<file path="src/rtl/uart_tx_ctrl.sv">
// uart_tx_ctrl: serializes a parallel word as start / LSB-first data / optional parity / stop.
// tx_out and busy are registered from the next-state decode so they change with the state they describe.
module uart_tx_ctrl #(
   parameter int DATA_WIDTH = 8
) (
   input  logic                  clk,
   input  logic                  rstn,
   input  logic [DATA_WIDTH-1:0] p_data,
   input  logic                  data_valid,
   input  logic                  par_en,
   input  logic                  par_bit,
   output logic                  tx_out,
   output logic                  busy
);
   // state  | meaning
   // IDLE   | line held high, waiting for data_valid
   // START  | start bit (0), one cycle
   // DATA   | latched word bit[cnt], LSB first, DATA_WIDTH cycles
   // PARITY | latched parity bit, one cycle, only when par_en was latched high
   // STOP   | stop bit (1), one cycle; a new request here chains straight into START

   localparam int CNT_W = $clog2(DATA_WIDTH) + 1;

   typedef enum logic [2:0] {IDLE, START, DATA, PARITY, STOP} state_t;

   state_t                state;
   state_t                state_nxt;
   logic [CNT_W-1:0]      cnt;
   logic [CNT_W-1:0]      cnt_nxt;
   logic [DATA_WIDTH-1:0] data_q;
   logic                  par_en_q;
   logic                  par_bit_q;
   logic                  accept;
   logic                  last_bit;
   logic                  tx_nxt;
   logic                  busy_nxt;

   assign accept   = data_valid && ((state == IDLE) || (state == STOP));
   assign last_bit = (cnt == CNT_W'(DATA_WIDTH - 1));

   always_ff @(posedge clk or negedge rstn) begin
      if (!rstn) begin
         state     <= IDLE;
         cnt       <= '0;
         data_q    <= '0;
         par_en_q  <= 1'b0;
         par_bit_q <= 1'b0;
         tx_out    <= 1'b1;
         busy      <= 1'b0;
      end else begin
         state  <= state_nxt;
         cnt    <= cnt_nxt;
         tx_out <= tx_nxt;
         busy   <= busy_nxt;
         if (accept) begin
            data_q    <= p_data;
            par_en_q  <= par_en;
            par_bit_q <= par_bit;
         end
      end
   end

   always_comb begin
      state_nxt = state;
      case (state)
         IDLE:    if (accept) state_nxt = START;
         START:   state_nxt = DATA;
         DATA:    if (last_bit) state_nxt = par_en_q ? PARITY : STOP;
         PARITY:  state_nxt = STOP;
         STOP:    state_nxt = accept ? START : IDLE;
         default: state_nxt = IDLE;
      endcase
   end

   // Output values are those of the state being entered, so the register lands in step with it.
   always_comb begin
      cnt_nxt  = '0;
      tx_nxt   = 1'b1;
      busy_nxt = 1'b1;
      if ((state == DATA) && (state_nxt == DATA)) begin
         cnt_nxt = cnt + CNT_W'(1);
      end
      case (state_nxt)
         IDLE:    busy_nxt = 1'b0;
         START:   tx_nxt   = 1'b0;
         DATA:    tx_nxt   = |(data_q & (DATA_WIDTH'(1) << cnt_nxt));
         PARITY:  tx_nxt   = par_bit_q;
         default: tx_nxt   = 1'b1;
      endcase
   end

endmodule
</file>
<file path="config.mk">
export PLATFORM = sky130hd
export DESIGN_NAME = uart_tx_ctrl
export DESIGN_NICKNAME = d
export VERILOG_FILES = /design/src/rtl/uart_tx_ctrl.sv
export SDC_FILE = /design/constraint.sdc
export NUM_CORES = 1
export LEC_CHECK = 0
export BUFFER_PORTS_ARGS = -buffer_cell sky130_fd_sc_hd__buf_4
export CAP_MARGIN = 20
export CORE_UTILIZATION = 50
export DETAILED_ROUTE_END_ITERATION = 12
export GPL_TIMING_DRIVEN = 0
export PLACE_DENSITY = 0.8
export SLEW_MARGIN = 20
export SYNTH_ARGS = -nofsm -noshare
export SYNTH_HDL_FRONTEND = slang
export SYNTH_SLANG_ARGS = --single-unit
</file>
<file path="constraint.sdc">
create_clock -name clk -period 2.3 [get_ports clk]
set_input_delay 0.575 -clock clk [delete_from_list [all_inputs] [get_ports clk]]
set_output_delay 0.575 -clock clk [all_outputs]
set_load 0.02 [all_outputs]
</file>
==> results of run 1 <==
## through the flow
step / instances / util (%) / hold slack [ns] / setup slack [ns]
5_1_grt: 104 / 65.6 / 0.141 / 0.410
4_1_cts: 104 / 65.6 / 0.137 / 0.503
6_report: 104 / 65.6 / 0.132 / 0.501
2_1_floorplan: 70 / - / 0.279 / 0.706
3_5_place_dp: 100 / 63.9 / 0.462 / 0.526
3_3_place_gp: 100 / 63.9 / 0.460 / 0.543
## worst max-delay path, stage by stage (launching register included)
cell and delay, ns:
dfrtp_1 0.40, ha_1 0.25, xnor2_1 0.40, mux4_2 0.38, o2bb2ai_1 0.14, a21o_1 0.17
## layout by cell type (no fill, tap or decap), drive strengths merged
cell,synthesis,layout
nand2b,1,1
or3,1,1
o2bb2ai,1,1
a21oi,2,2
nor2,7,7
nand4b,1,1
mux2i,1,1
ha,1,1
or3b,1,1
o211a,1,1
inv,1,1
a21o,1,1
buf,2,16
nand3b,1,1
nand2,4,4
nor3b,3,3
xnor2,1,1
nand4,1,1
nor3,2,2
mux2,10,10
mux4,1,1
clkbuf,0,4
xor2,1,1
o21ai,3,3
a31o,1,1
nand3,1,1
dfrtp,18,18
dfstp,1,1
a31oi,1,1
## per-layer routing
metal	wire length [µm]	track usage (%)	vias up
met3	62	3.75	2
met5	0	0	-
met1	669	24.7	299
met2	695	28.7	21
met4	22	9.38	0
li1	-	-	288
## worst max path at each step
stage,start,endpoint,slack (ns),cells past startpoint
2_1_floorplan,cnt[0]$_DFF_PN0_,tx_out$_DFF_PN1_,0.71,5
3_3_place_gp,cnt[0]$_DFF_PN0_,tx_out$_DFF_PN1_,0.54,5
3_5_place_dp,cnt[0]$_DFF_PN0_,tx_out$_DFF_PN1_,0.53,5
4_1_cts,cnt[0]$_DFF_PN0_,tx_out$_DFF_PN1_,0.50,5
5_1_grt,cnt[0]$_DFF_PN0_,tx_out$_DFF_PN1_,0.41,5
6_report,cnt[0]$_DFF_PN0_,tx_out$_DFF_PN1_,0.50,5
## flip-flops by register name, indices dropped and copies added, names as in the netlist
signal     cells
state          3
par_en_q       1
data_q         8
par_bit_q      1
busy           1
cnt            4
tx_out         1
## cell families after synthesis
kind of cell | count (synthesis) | share of synthesized area, %
buf+inv | 3 | 1.87
compound gates | 10 | 7.62
mux | 12 | 16.7
simple gates | 23 | 15.7
flops | 19 | 54.7
fa+ha+maj | 1 | 1.44
xor+xnor | 2 | 2.01
## report_power, final
| part | internal [mW] | leakage (nW) | switching (mW) | total (mW) |
|---|---|---|---|---|
| clock | 0.0674 | 0.0150 | 0.0992 | 0.167 |
| sequential | 0.481 | 0.233 | 0.0953 | 0.577 |
| combinational | 0.271 | 0.205 | 0.213 | 0.484 |
## layout make-up
type | instances | share of cell area, %
flip-flops and latches | 19 | 46.6
multi-input cells | 48 | 37.0
repair buffers | 14 | 10.3
clock buffers | 4 | 2.57
well taps | 16 | 1.96
plain buffers | 2 | 1.22
inverters | 1 | 0.367
==> metrics.txt, run 1 <==
Die Span X=43.7 µm; core area=1560 µm²; Slew HR=70.9%; total number of vias=610; TNS Setup=0 ns; leakage power=0.453 nW; crit path DAT=2.03 ns; register bit total from synthesis=19; max_cap viols=0; routability cong.=0.792; DRC viols=0; die height=43.7 µm; First DRT Iteration DRCs=9; Pins Over Slew Limit=0; First-pass DRT Iterations=4; P per Cell Area=1200 nW/µm²; worst reg2reg path startpoint=cnt[0]$_DFF_PN0_; Mapped Nets=84; Clock Skew=0.00489 ns; Post-Syn Instances=70; cell row count=14; total global-route track usage=18.5%; share of cells above drive strength 1=38.6%; register area=477 µm²; Area Overhead vs Synth=17.4%; clk sinks=19; Final HPWL DP=1090 µm; drt wl/cell=13.9 µm; Synth Warn #=0; cell taking the most area after synthesis=dfrtp_1; Hold Fails Final Rpt=0; Worst-Skew Late Latency=0.29 ns; Least-Margin Pin Slew=0.434 ns; worst r2r path cells=5; initial antenna violation count=0; Async SR Flop Fraction=100%; Root Buffer=clkbuf_4; vias in the first global route=594; final instance area=1020 µm²; clock slew at the register clock pins of the worst setup and hold paths=0.11 ns; Crit Path Max Fanout=5; FILL cells=128; # setup viols final=0; final WL=1450 µm; top_reg_cell synth=dfrtp_1; port bufs=14; die area=1910 µm²; HP Class=in2async; ANT nets after route=0; Tot Pwr=1.23 mW; cts hold-fix bufs=0; fin nets=103; synth top area cells=dfrtp_1 52%, mux2_2 13%, dfstp_2 3.0%, nor2_1 3.0%, mux4_2 2.6%; VDD IR-drop max=0.000714 V; global-route wire length before repair=2540 µm; Post-Place Cell Area=996 µm²; status=finished, final reports clean; area of the multi-input gates=378 µm²; Startpoint Class=register; Initial Util=55.9%; count leader, synth=dfrtp_1; post-synthesis cell area=871 µm²; Final Cycle Share=78.2%; r2r endpoint=tx_out$_DFF_PN1_; IO Pins=15; mean post-synth cell area=12.4 µm²; Congestion Overflow GR=0; # diodes=0; largest net degree at the start of global routing=20; EDFF count, synth=0; Synth cell types=32; flop2flop setup slack=0.50 ns; Worst EP required=2.53 ns; cts bufs inserted=3; Peak Freq=556 MHz; RSZ-0062 raised after global routing=no; critical path class=reg2reg; synth cell count leaders=18 x dfrtp_1, 10 x mux2_2, 7 x nor2_1; H-tree levels=1; post-cts sizing count=0; Synth top area share=51.7%; CTS tree=yes; register area share after synthesis=54.7%; crit end category=register; Vias/cell=5.87; Longest Clk Path Bufs=2; setup bufs post-CTS=0; Tmin final=1.80 ns
No activity file was read; power rests on OpenSTA's default activity.
==> inputs of run 2 (changes only) <==
--- a/config.mk
+++ b/config.mk
@@ -7,10 +7,10 @@
 export LEC_CHECK = 0
 export BUFFER_PORTS_ARGS = -buffer_cell sky130_fd_sc_hd__buf_4
 export CAP_MARGIN = 20
-export CORE_UTILIZATION = 50
+export CORE_UTILIZATION = 47
 export DETAILED_ROUTE_END_ITERATION = 12
 export GPL_TIMING_DRIVEN = 0
-export PLACE_DENSITY = 0.8
+export PLACE_DENSITY = 0.79
 export SLEW_MARGIN = 20
 export SYNTH_ARGS = -nofsm -noshare
 export SYNTH_HDL_FRONTEND = slang
==> constraint.sdc (replaced) <==
create_clock -name clk -period 1.5 [get_ports clk]
set_input_delay 0.375 -clock clk [delete_from_list [all_inputs] [get_ports clk]]
set_output_delay 0.375 -clock clk [all_outputs]
set_load 0.02 [all_outputs]
==> metrics.txt, run 2 (synthesis results as in run 1) <==
ANT nets after route=0 (unchanged); max_cap viols=0 (unchanged); cell row count=15 (+1); Final HPWL DP=1070 µm (-1.2%); Die Span X=45.0 µm (+3.0%); total global-route track usage=18.7% (+0.18 points); Max stage delay on crit path=0.43 ns (+0.03 ns); fin nets=112 (+8.7%); Final Cycle Share=102% (+23 points); cts bufs inserted=3 (unchanged); Root Buffer=clkbuf_4; placed cells=109 (+9.0%); initial antenna violation count=0 (unchanged); violated checks=setup timing; port bufs=14 (unchanged); Area Overhead vs Synth=33.6%; # setup viols final=1 (+1); core area=1730 µm² (+11%); clk sinks=19 (unchanged); Longest Clk Path Bufs=2 (unchanged); total number of vias=645 (+5.7%); Worst-Skew Late Latency=0.29 ns (about the same); leakage power=0.504 nW (+11%); Slew HR=81.7% (+11 points); Post-Place Cell Area=1010 µm² (+1.9%); H-tree levels=1 (unchanged); Pins Over Slew Limit=0 (unchanged); VDD IR-drop max=0.00104 V (+46%); CTS tree=yes; most common cell after layout, fill and taps aside=buf_4; Critical-path top delay cell=dfrtp_1; crit path DAT=1.76 ns (-0.27 ns); P per Cell Area=1770 nW/µm² (+47%); DRC viols=0 (unchanged); global-route wire length before repair=2730 µm (+7.6%); Largest register FFs=8 (unchanged); Startpoint Class=register; Tmin final=1.52 ns (-0.275 ns); Crit path max-delay family=flip-flops; drt wl/cell=13.2 µm (-5.1%); critical path class=reg2reg; crit path buf inv count=0 (unchanged); Top reg by flops=data_q; # diodes=0 (unchanged); vias in the first global route=652 (+9.8%); Peak Freq=656 MHz (+18%); routability cong.=0.775 (-2.1%); crit end category=register; First-pass DRT Iterations=4 (unchanged); die area=2030 µm² (+6.1%); die height=45.0 µm (+3.0%); RSZ-0062 raised after global routing=yes; Least-Margin Pin Slew=0.267 ns (-0.167 ns); HP Class=in2reg; Worst EP required=1.73 ns (-0.80 ns); clock slew at the register clock pins of the worst setup and hold paths=0.11 ns (about the same); Congestion Overflow GR=0 (unchanged); Largest regs=data_q (8), cnt (4), state (3); final instance area=1160 µm² (+14%); Vias/cell=5.29 (-9.9%); Hold Fails Final Rpt=0 (unchanged); share of cells above drive strength 1=49.5% (+11 points); Initial Util=50.4% (-5.4 points); critical path cell sequence=ha_4, xnor2_4, mux4_2, o2bb2ai_1, a21o_1; status=finished, violations left; fin cells=122 (+17%); Crit Path Max Fanout=4 (-1); final hold slack=0.307 ns (+0.174 ns); First DRT Iteration DRCs=14 (+5); Clock Skew=0.00549 ns (+0.000608 ns); final WL=1610 µm (+11%); Setup WS post-layout=-0.0237 ns (-0.525 ns); largest net degree at the start of global routing=20 (unchanged); TNS Setup=-0.0237 ns (-0.0237 ns); IO Pins=15 (unchanged); most frequent cells in the layout=23 x buf_4, 18 x dfrtp_1, 10 x mux2_2
run 2: cell count changes in the layout (fill, tap and decap cells not counted), sizes merged:
| cell | delta |
|---|---|
| dlygate4sd3 | +1 |
| clkbuf | -1 |
| clkinv | +1 |
| buf | +8 |
run 2: worst reg2reg max path, cell delays in order, from the launching register on:
cell and delay (ns):
dfrtp_1 0.43, ha_4 0.21, xnor2_4 0.20, mux4_2 0.33
o2bb2ai_1 0.14, a21o_1 0.16
run 2: metal layers:
layer | track usage [%] | vias to the layer above | wire, µm
met5 | 0 | - | 0
met4 | 5.45 | 0 | 14
met3 | 3.60 | 2 | 53
met2 | 30.1 | 21 | 826
met1 | 25.6 | 317 | 719
li1 | - | 305 | -
run 2: worst paths after layout:
check,startpoint,cells after the start,slack (ns),endpoint
min in group asynchronous,rstn,2,0.48,cnt[3]$_DFF_PN0_
max reg2reg,cnt[0]$_DFF_PN0_,5,-0.02,tx_out$_DFF_PN1_
min reg2reg,data_q[6]$_DFFE_PN0P_,1,0.52,data_q[6]$_DFFE_PN0P_
min,p_data[2],2,0.31,data_q[2]$_DFFE_PN0P_
max,cnt[0]$_DFF_PN0_,5,-0.02,tx_out$_DFF_PN1_
max in group asynchronous,rstn,2,0.76,tx_out$_DFF_PN1_
run 2: timing repair:
item                                    in CTS  in global routing
endpoints found under the setup margin       2                 13
pin swaps                                    4                  4
hold buffers                                 1                  0
hold endpoints to repair                    18                  0
buffers inserted                             8                  1
gates resized for setup                      3                  7
run 2: report_power, final:
part           total [mW]  internal (mW)  leakage (nW)  switching, mW
combinational       0.906          0.519         0.254          0.388
clock               0.253         0.0990        0.0177          0.154
sequential          0.896          0.738         0.233          0.159
run 2: per-stage QoR:
| stage | power (mW) | util [%] | setup slack, ns |
|---|---|---|---|
| after CTS | 2.00 | 65.8 | -0.00178 |
| after detailed placement | 1.64 | 58.8 | -0.114 |
| after floorplan | 1.45 | - | 0.0138 |
| after global routing | 2.20 | 67.4 | -0.0907 |
| final | 2.06 | 67.4 | -0.0237 |
| after global placement | 1.61 | 58.8 | -0.105 |
run 2: layout make-up:
cell class                 count  area (µm²)
buffer                         2        15.0
clock buffer                   3        22.5
clock inverter                 1        5.00
fill                         134         563
inverter                       1        3.75
multi-input combinational     48         430
sequential                    19         477
tap                           25        31.3
timing repair buffer          23         179
